--- src/rtl/intr_pkg.sv ---
`default_nettype none
// ============================================================================
//  Module      : intr_pkg
//  Description : Shared constants, FSM state type and vector helper for the
//                interrupt scheduler.
//                NDEV       - number of device request lines
//                PRI_W      - priority field width (device PSW[7:5])
//                IDX_W      - width of a device index
//                VEC_BASE   - vector low byte of device 0
//                VEC_STRIDE - vector spacing between consecutive devices
//  Revision    : 1.0  initial release
// ============================================================================
package intr_pkg;

    localparam int         NDEV       = 8;
    localparam int         PRI_W      = 3;
    localparam int         IDX_W      = $clog2(NDEV);
    localparam logic [7:0] VEC_BASE   = 8'h02;
    localparam int         VEC_STRIDE = 4;

    typedef enum logic [0:0] {
        ST_IDLE    = 1'b0,
        ST_PRESENT = 1'b1
    } state_t;

    // Vector low byte for a device index; wraps modulo 256 by construction.
    function automatic logic [7:0] vec_of(input logic [IDX_W-1:0] idx);
        vec_of = VEC_BASE + 8'(VEC_STRIDE) * 8'(idx);
    endfunction

endpackage
`default_nettype wire

--- src/rtl/pri_stack.sv ---
`default_nettype none
// ============================================================================
//  Module      : pri_stack
//  Description : LIFO of interrupt priorities used for nesting.
//                clk, rst_n  - clock, asynchronous active-low reset
//                push        - store push_data on top
//                pop         - discard top entry (ignored when empty)
//                push_data   - priority to push
//                top         - raw top entry (meaningless when empty)
//                full/empty  - occupancy flags
//                underflow   - pop requested while empty (combinational)
//                A simultaneous push and pop on a non-empty stack replaces
//                the top entry, leaving the depth unchanged.
//  Revision    : 1.0  initial release
// ============================================================================
module pri_stack #(
    parameter int DEPTH = 8,
    parameter int WIDTH = 3
) (
    input  logic             clk,
    input  logic             rst_n,
    input  logic             push,
    input  logic             pop,
    input  logic [WIDTH-1:0] push_data,
    output logic [WIDTH-1:0] top,
    output logic             full,
    output logic             empty,
    output logic             underflow
);

    localparam int c_addr_w = (DEPTH > 1) ? $clog2(DEPTH) : 1;
    localparam int c_cnt_w  = $clog2(DEPTH + 1);

    logic [WIDTH-1:0]    r_mem [DEPTH];
    logic [c_cnt_w-1:0]  r_count;
    logic                w_do_pop;
    logic [c_addr_w-1:0] w_top_idx;

    assign empty     = (r_count == '0);
    assign full      = (r_count == c_cnt_w'(DEPTH));
    assign underflow = pop & empty;
    assign w_do_pop  = pop & ~empty;
    assign w_top_idx = c_addr_w'(r_count - 1'b1);
    assign top       = r_mem[w_top_idx];

    always_ff @(posedge clk or negedge rst_n) begin
        if (!rst_n) begin
            r_count <= '0;
            for (int i = 0; i < DEPTH; i++) begin
                r_mem[i] <= '0;
            end
        end else begin
            if (push && w_do_pop) begin
                // pop-then-push collapses to an overwrite of the top entry
                r_mem[w_top_idx] <= push_data;
            end else if (push && !full) begin
                r_mem[c_addr_w'(r_count)] <= push_data;
                r_count                   <= r_count + 1'b1;
            end else if (w_do_pop) begin
                r_count <= r_count - 1'b1;
            end
        end
    end

endmodule
`default_nettype wire

--- src/rtl/interrupt_scheduler.sv ---
`default_nettype none
// ============================================================================
//  Module      : interrupt_scheduler
//  Description : Latches device interrupt requests, acknowledges them, and
//                presents the highest-priority request above the current
//                execution priority to the CPU via an irq/irq_take handshake.
//                Accepted priorities are stacked for nesting; RETI pops.
//                clk, rst_n   - clock, asynchronous active-low reset
//                dev_req      - level requests, rising edge captured
//                dev_pri_cfg  - per-device priority, 3 bits per device
//                cpu_pri      - CPU current PSW priority
//                irq_take     - CPU accepts the presented interrupt
//                reti         - CPU executed RETI
//                dev_ack      - one-cycle acknowledge per captured edge
//                irq/vector/irq_pri - presented request
//                active_pri   - top of priority stack, 0 when empty
//                stack_err    - sticky RETI-on-empty flag
//  Revision    : 1.0  initial release
// ============================================================================
module interrupt_scheduler
    import intr_pkg::*;
#(
    parameter int DEPTH = 8
) (
    input  logic                  clk,
    input  logic                  rst_n,
    input  logic [NDEV-1:0]       dev_req,
    input  logic [NDEV*PRI_W-1:0] dev_pri_cfg,
    input  logic [PRI_W-1:0]      cpu_pri,
    input  logic                  irq_take,
    input  logic                  reti,
    output logic [NDEV-1:0]       dev_ack,
    output logic                  irq,
    output logic [7:0]            vector,
    output logic [PRI_W-1:0]      irq_pri,
    output logic [PRI_W-1:0]      active_pri,
    output logic                  stack_err
);

    logic [NDEV-1:0]  r_req_d;
    logic [NDEV-1:0]  r_pending;
    logic [NDEV-1:0]  r_dev_ack;
    logic [PRI_W-1:0] r_pri_q [NDEV];
    state_t           r_state;
    logic [IDX_W-1:0] r_sel;
    logic             r_irq;
    logic [7:0]       r_vector;
    logic [PRI_W-1:0] r_irq_pri;
    logic             r_stack_err;

    logic [NDEV-1:0]  w_rise;
    logic [NDEV-1:0]  w_clr;
    logic [NDEV-1:0]  w_eligible;
    logic [PRI_W-1:0] w_top;
    logic [PRI_W-1:0] w_active_pri;
    logic [PRI_W-1:0] w_cur_pri;
    logic             w_take;
    logic             w_full;
    logic             w_empty;
    logic             w_underflow;
    logic             w_any;
    logic [IDX_W-1:0] w_win_idx;
    logic [PRI_W-1:0] w_win_pri;

    assign w_rise       = dev_req & ~r_req_d;
    // a take only counts while a request is actually on the outputs
    assign w_take       = irq_take & r_irq;
    // clear the device visible on the outputs, not a same-cycle new winner
    assign w_clr        = w_take ? (NDEV'(1) << r_sel) : '0;
    assign w_active_pri = w_empty ? '0 : w_top;
    assign w_cur_pri    = (cpu_pri > w_active_pri) ? cpu_pri : w_active_pri;

    for (genvar gi = 0; gi < NDEV; gi++) begin : g_elig
        assign w_eligible[gi] = r_pending[gi] & (r_pri_q[gi] > w_cur_pri);
    end

    // Highest priority wins; strict compare keeps ties on the lowest index.
    always_comb begin
        w_any     = 1'b0;
        w_win_idx = '0;
        w_win_pri = '0;
        for (int i = 0; i < NDEV; i++) begin
            if (w_eligible[i] && (!w_any || (r_pri_q[i] > w_win_pri))) begin
                w_any     = 1'b1;
                w_win_idx = IDX_W'(i);
                w_win_pri = r_pri_q[i];
            end
        end
    end

    // Request capture. A re-edge on a still-pending device is acknowledged
    // but keeps the priority sampled at its original capture.
    always_ff @(posedge clk or negedge rst_n) begin
        if (!rst_n) begin
            r_req_d   <= '0;
            r_pending <= '0;
            r_dev_ack <= '0;
            for (int i = 0; i < NDEV; i++) begin
                r_pri_q[i] <= '0;
            end
        end else begin
            r_req_d   <= dev_req;
            r_dev_ack <= w_rise;
            r_pending <= (r_pending & ~w_clr) | w_rise;
            for (int i = 0; i < NDEV; i++) begin
                if (w_rise[i] && !(r_pending[i] && !w_clr[i])) begin
                    r_pri_q[i] <= dev_pri_cfg[i*PRI_W +: PRI_W];
                end
            end
        end
    end

    always_ff @(posedge clk or negedge rst_n) begin
        if (!rst_n) begin
            r_state     <= ST_IDLE;
            r_sel       <= '0;
            r_irq       <= 1'b0;
            r_vector    <= '0;
            r_irq_pri   <= '0;
            r_stack_err <= 1'b0;
        end else begin
            if (w_underflow) begin
                r_stack_err <= 1'b1;
            end
            case (r_state)
                ST_IDLE: begin
                    if (w_any && !w_full) begin
                        r_state   <= ST_PRESENT;
                        r_irq     <= 1'b1;
                        r_sel     <= w_win_idx;
                        r_vector  <= vec_of(w_win_idx);
                        r_irq_pri <= w_win_pri;
                    end
                end
                ST_PRESENT: begin
                    if (w_take) begin
                        r_state <= ST_IDLE;
                        r_irq   <= 1'b0;
                    end else if (!w_any) begin
                        // masked by a raised cpu_pri; request stays pending
                        r_state <= ST_IDLE;
                        r_irq   <= 1'b0;
                    end else begin
                        r_sel     <= w_win_idx;
                        r_vector  <= vec_of(w_win_idx);
                        r_irq_pri <= w_win_pri;
                    end
                end
            endcase
        end
    end

    pri_stack #(
        .DEPTH (DEPTH),
        .WIDTH (PRI_W)
    ) u_pri_stack (
        .clk       (clk),
        .rst_n     (rst_n),
        .push      (w_take),
        .pop       (reti),
        .push_data (r_irq_pri),
        .top       (w_top),
        .full      (w_full),
        .empty     (w_empty),
        .underflow (w_underflow)
    );

    assign dev_ack    = r_dev_ack;
    assign irq        = r_irq;
    assign vector     = r_vector;
    assign irq_pri    = r_irq_pri;
    assign active_pri = w_active_pri;
    assign stack_err  = r_stack_err;

endmodule
`default_nettype wire

--- config.mk ---
export PLATFORM = sky130hd
export DESIGN_NAME = interrupt_scheduler
export DESIGN_NICKNAME = d
export VERILOG_FILES = /design/src/rtl/intr_pkg.sv /design/src/rtl/pri_stack.sv /design/src/rtl/interrupt_scheduler.sv
export SDC_FILE = /design/constraint.sdc
export NUM_CORES = 1
export LEC_CHECK = 0
export CAP_MARGIN = 10
export CORE_MARGIN = 5
export CORE_UTILIZATION = 53
export CTS_BUF_LIST = sky130_fd_sc_hd__clkbuf_8
export DETAILED_ROUTE_END_ITERATION = 10
export GPL_ROUTABILITY_DRIVEN = 0
export PLACE_DENSITY = 0.85
export SLEW_MARGIN = 20
export SYNTH_ARGS = -nofsm -noshare
export SYNTH_HDL_FRONTEND = slang
export SYNTH_HIERARCHICAL = 1
export SYNTH_SLANG_ARGS = --single-unit
--- constraint.sdc ---
create_clock -name clk -period 13.8 [get_ports clk]
set_clock_uncertainty 0.2 [all_clocks]
set_input_delay 2.07 -clock clk [delete_from_list [all_inputs] [get_ports clk]]
set_output_delay 2.07 -clock clk [all_outputs]
set_load 0.005 [all_outputs]
==> summary.json <==
{
  "outcome": "finished with violations",
  "failing_checks": "setup timing",
  "timing.final.crit_period_ns": 13.93,
  "postRouteWirelength_um": 17300,
  "timing.critical_path.from": "cpu_pri[0]",
  "place.port_buffers": 58,
  "grt_start_max_net_pins": 87,
  "flow.area_growth_from_synthesis_pct": 28.4,
  "setup_slack_ns": -0.125,
  "grtUsageTotal_pct": 25.1,
  "grt_antenna_before_repair": 0,
  "initial_utilization_pct": 53.5,
  "top_layer_used": "met4",
  "element_type_at_the_critical_path_end": "register",
  "detail_route.wl_per_cell_um": 20.4,
  "detail_route.first_pass.iterations": 5,
  "yosysSeqAreaShare_pct": 37.4,
  "largest_delay_contributor_family_on_the_critical_path": "compound AO/OA/AOI/OAI gates",
  "synth_ff_type": "dfrtp_1",
  "synth_area_um2": 5750,
  "wire_length_of_the_first_global_routing_pass_um": 26100,
  "die_width_um": 114,
  "synthesis.area_per_instance_um2": 9.94,
  "detail_route.wirelength.met1_um": 6630,
  "detailedRoute.firstIterationViolations": 699,
  "finalInstanceArea_um2": 7380,
  "maximum_clock_rate_mhz": 71.8,
  "std_cell_rows": 38,
  "buffers_from_clock_root_to_sink_at_most": 2,
  "worst_hold_startpoint": "r_req_d[5]",
  "route.met3.wl_um": 1310,
  "die_h_um": 114,
  "worst_setup_hold_path_clk_slew_ns": 0.09,
  "ctsHoldBuffers": 0,
  "number_of_global_route_vias_before_repair": 5395,
  "insertedDiodeCount": 0,
  "core-area_um2": 10700,
  "report.final.slew_viol_count": 0,
  "dp.cells": 815,
  "slew_at_the_pin_closest_to_its_max_slew_limit_ns": 0.803,
  "detailedPlace.worstSlack_ns": -0.927,
  "sum_of_buffers_and_inverters_on_the_critical_path": 6,
  "synth_area_leader_cell": "dfrtp_1",
  "instances_no_fill": 846,
  "critPathRequiredTime_ns": 13.90,
  "cp.depth": 66,
  "io-pin-count": 63,
  "critical_path.max_fanout": 7,
  "clock_insertion_delay_worst_skew_ns": 0.38,
  "place_area_um2": 6820,
  "vias": 5311,
  "critPathMaxStageDelay_ns": 0.49,
  "place_hpwl_um": 11500,
  "synth.top_cells.by_area": "dfrtp_1 37%, mux2_2 10%, ha_1 8.9%, nand2_1 3.3%, o21ai_0 3.0%",
  "count_of_unresolved_drc_violations_after_routing": 0,
  "synthDistinctLibCells": 77,
  "cts_root_buf": "clkbuf_8",
  "final_layout_size_suffix_gt1_share_pct": 27.9,
  "cts_sinks": 86,
  "post_synth_edffs": 0,
  "synthCells": 578,
  "fin_crit_sh_pct": 101,
  "worst-r2r-cell-count": 73,
  "relSlewSlack_pct": 46.4,
  "synth_top_cell_area_share_pct": 37.4,
  "critical_path.slowest_cell": "or4_1",
  "synth-seq-cells": 86,
  "cts-buffers-inserted": 9,
  "worst_hold_path.num_cells": 1,
  "maxCapViolations": 0,
  "timing.final.setup_violations": 4,
  "worst_path_most_repeated_cell": "a31oi_1",
  "htree_num_levels": 3,
  "hold_violations": 0,
  "number_of_nets_in_the_finished_design": 781,
  "vias_per_cell": 6.28,
  "detail_route_met2_wl_um": 8550,
  "critical_register_to_register_path_startpoint": "u_pri_stack/r_count[1]",
  "yosysWarningCount": 6,
  "worst_ep_arrival_time_ns": 14.02,
  "asyncSetResetFlopFracSynth_pct": 100,
  "timing.critical_path.from_type": "primary input",
  "fp.dieArea_um2": 13000,
  "grt.overflow.total": 0,
  "timing.hold.worst.class": "register to register",
  "tns_ns": -0.391,
  "tritoncts_clock_tree": "built",
  "antenna_left": 0,
  "crit_type": "primary input to register"
}
[cells by family after synthesis]
family | after synthesis | share of synthesized area (%)
other | 1 | 0.0653
xor gates and xnor gates | 5 | 0.762
DFF | 86 | 37.4
AOI/OAI and AO/OA | 145 | 18.2
adders and majority gates | 41 | 8.93
buffers and inverters | 59 | 4.42
muxes | 67 | 14.3
and+or+nand+nor | 174 | 15.9
[repair_timing]
| action | 4_1_cts | 5_1_grt |
|---|---|---|
| resized for setup | 10 | 33 |
| pin swaps | 8 | 23 |
| endpoints found under the hold margin | 0 | 0 |
| buffers inserted | 2 | 13 |
| setup endpoints to repair | 6 | 6 |
| cloned | 0 | 0 |
[area by class of cell]
type,count,area [um2]
Tap cell,140,175
Inverter,42,158
Sequential cell,86,2150
Clock buffer,9,124
Fill cell,775,3370
Clock inverter,7,114
Multi-Input combinational cell,436,3560
Timing Repair Buffer,126,1100
[worst reg2reg max path, delay by kind of cell, from the launching register on]
kind | cells | cell delay (ns)
muxes | 3 | 0.95
DFF | 1 | 0.48
adders and majority gates | 10 | 2.63
and+or+nand+nor | 16 | 2.88
AOI/OAI and AO/OA | 37 | 5.71
buffers and inverters | 7 | 0.88
[metal layers]
metal	up-vias	global-route usage (%)
met4	0	9.82
met5	-	0
met3	82	6.18
met2	300	43.1
li1	2357	-
met1	2572	30.4
[worst paths after layout]
check,to,slack (ns)
worst max-delay path,irq_pri[2],-0.13
worst min-delay path,dev_ack[5],0.22
worst max register to register,irq_pri[2],-0.03
worst min register to register,dev_ack[5],0.22
max in group asynchronous,u_pri_stack/r_count[1],11.27
min in group asynchronous,r_pending[5],1.53
[flip-flops by register name, summed over array words and instances (netlist names)]
name                 cells
r_pri_q                 24
u_pri_stack/r_mem       24
dev_ack                  8
r_pending                8
r_req_d                  8
u_pri_stack/r_count      4
irq_pri                  3
r_sel                    2
vector                   2
irq                      1
r_state                  1
stack_err                1
[cells in the final DEF, fill, tap and decap left out, drive strengths merged, types with 22 or more instances in the layout]
cell type,Yosys,layout
ha,41,41
inv,42,43
clkdlybuf4s50,0,55
o21ai,38,38
buf,12,69
nor2,27,27
mux2,55,55
nand2,51,51
dfrtp,86,86
a21oi,22,22
[per-stage QoR]
step	utilization, %	hold WS [ns]
after floorplan	-	0.195
after global placement	63.4	0.206
after detailed placement	63.4	0.209
after CTS	66.1	0.221
after global routing	68.7	0.226
final	68.7	0.218
[synthesized netlist by cell type, types with 2 or more instances]
cell,instances
dfrtp_1,86
mux2_2,53
nand2_1,51
ha_1,41
inv_1,41
o21ai_0,34
nor2_1,26
a21oi_1,22
nand3_1,19
nand2b_1,17
a31oi_1,16
nor2b_1,15
a21o_1,7
and2_1,7
mux2i_1,6
mux4_2,6
nor3_1,6
o211a_1,6
o211ai_1,6
buf_2,5
buf_4,5
clkbuf_1,5
nand4_1,5
o2111ai_1,5
o31ai_1,5
or2_2,5
a211oi_1,4
and3_1,4
o22a_1,4
or3_1,4
a211oi_2,3
a22oi_1,3
o21a_1,3
o21ai_1,3
xnor2_1,3
a21boi_0,2
a311oi_1,2
a41oi_1,2
mux2_4,2
xor2_1,2
Power is left out: the tool's default activity adds up to more than one toggle a clock period on the data nets, which glitch-free logic cannot reach.
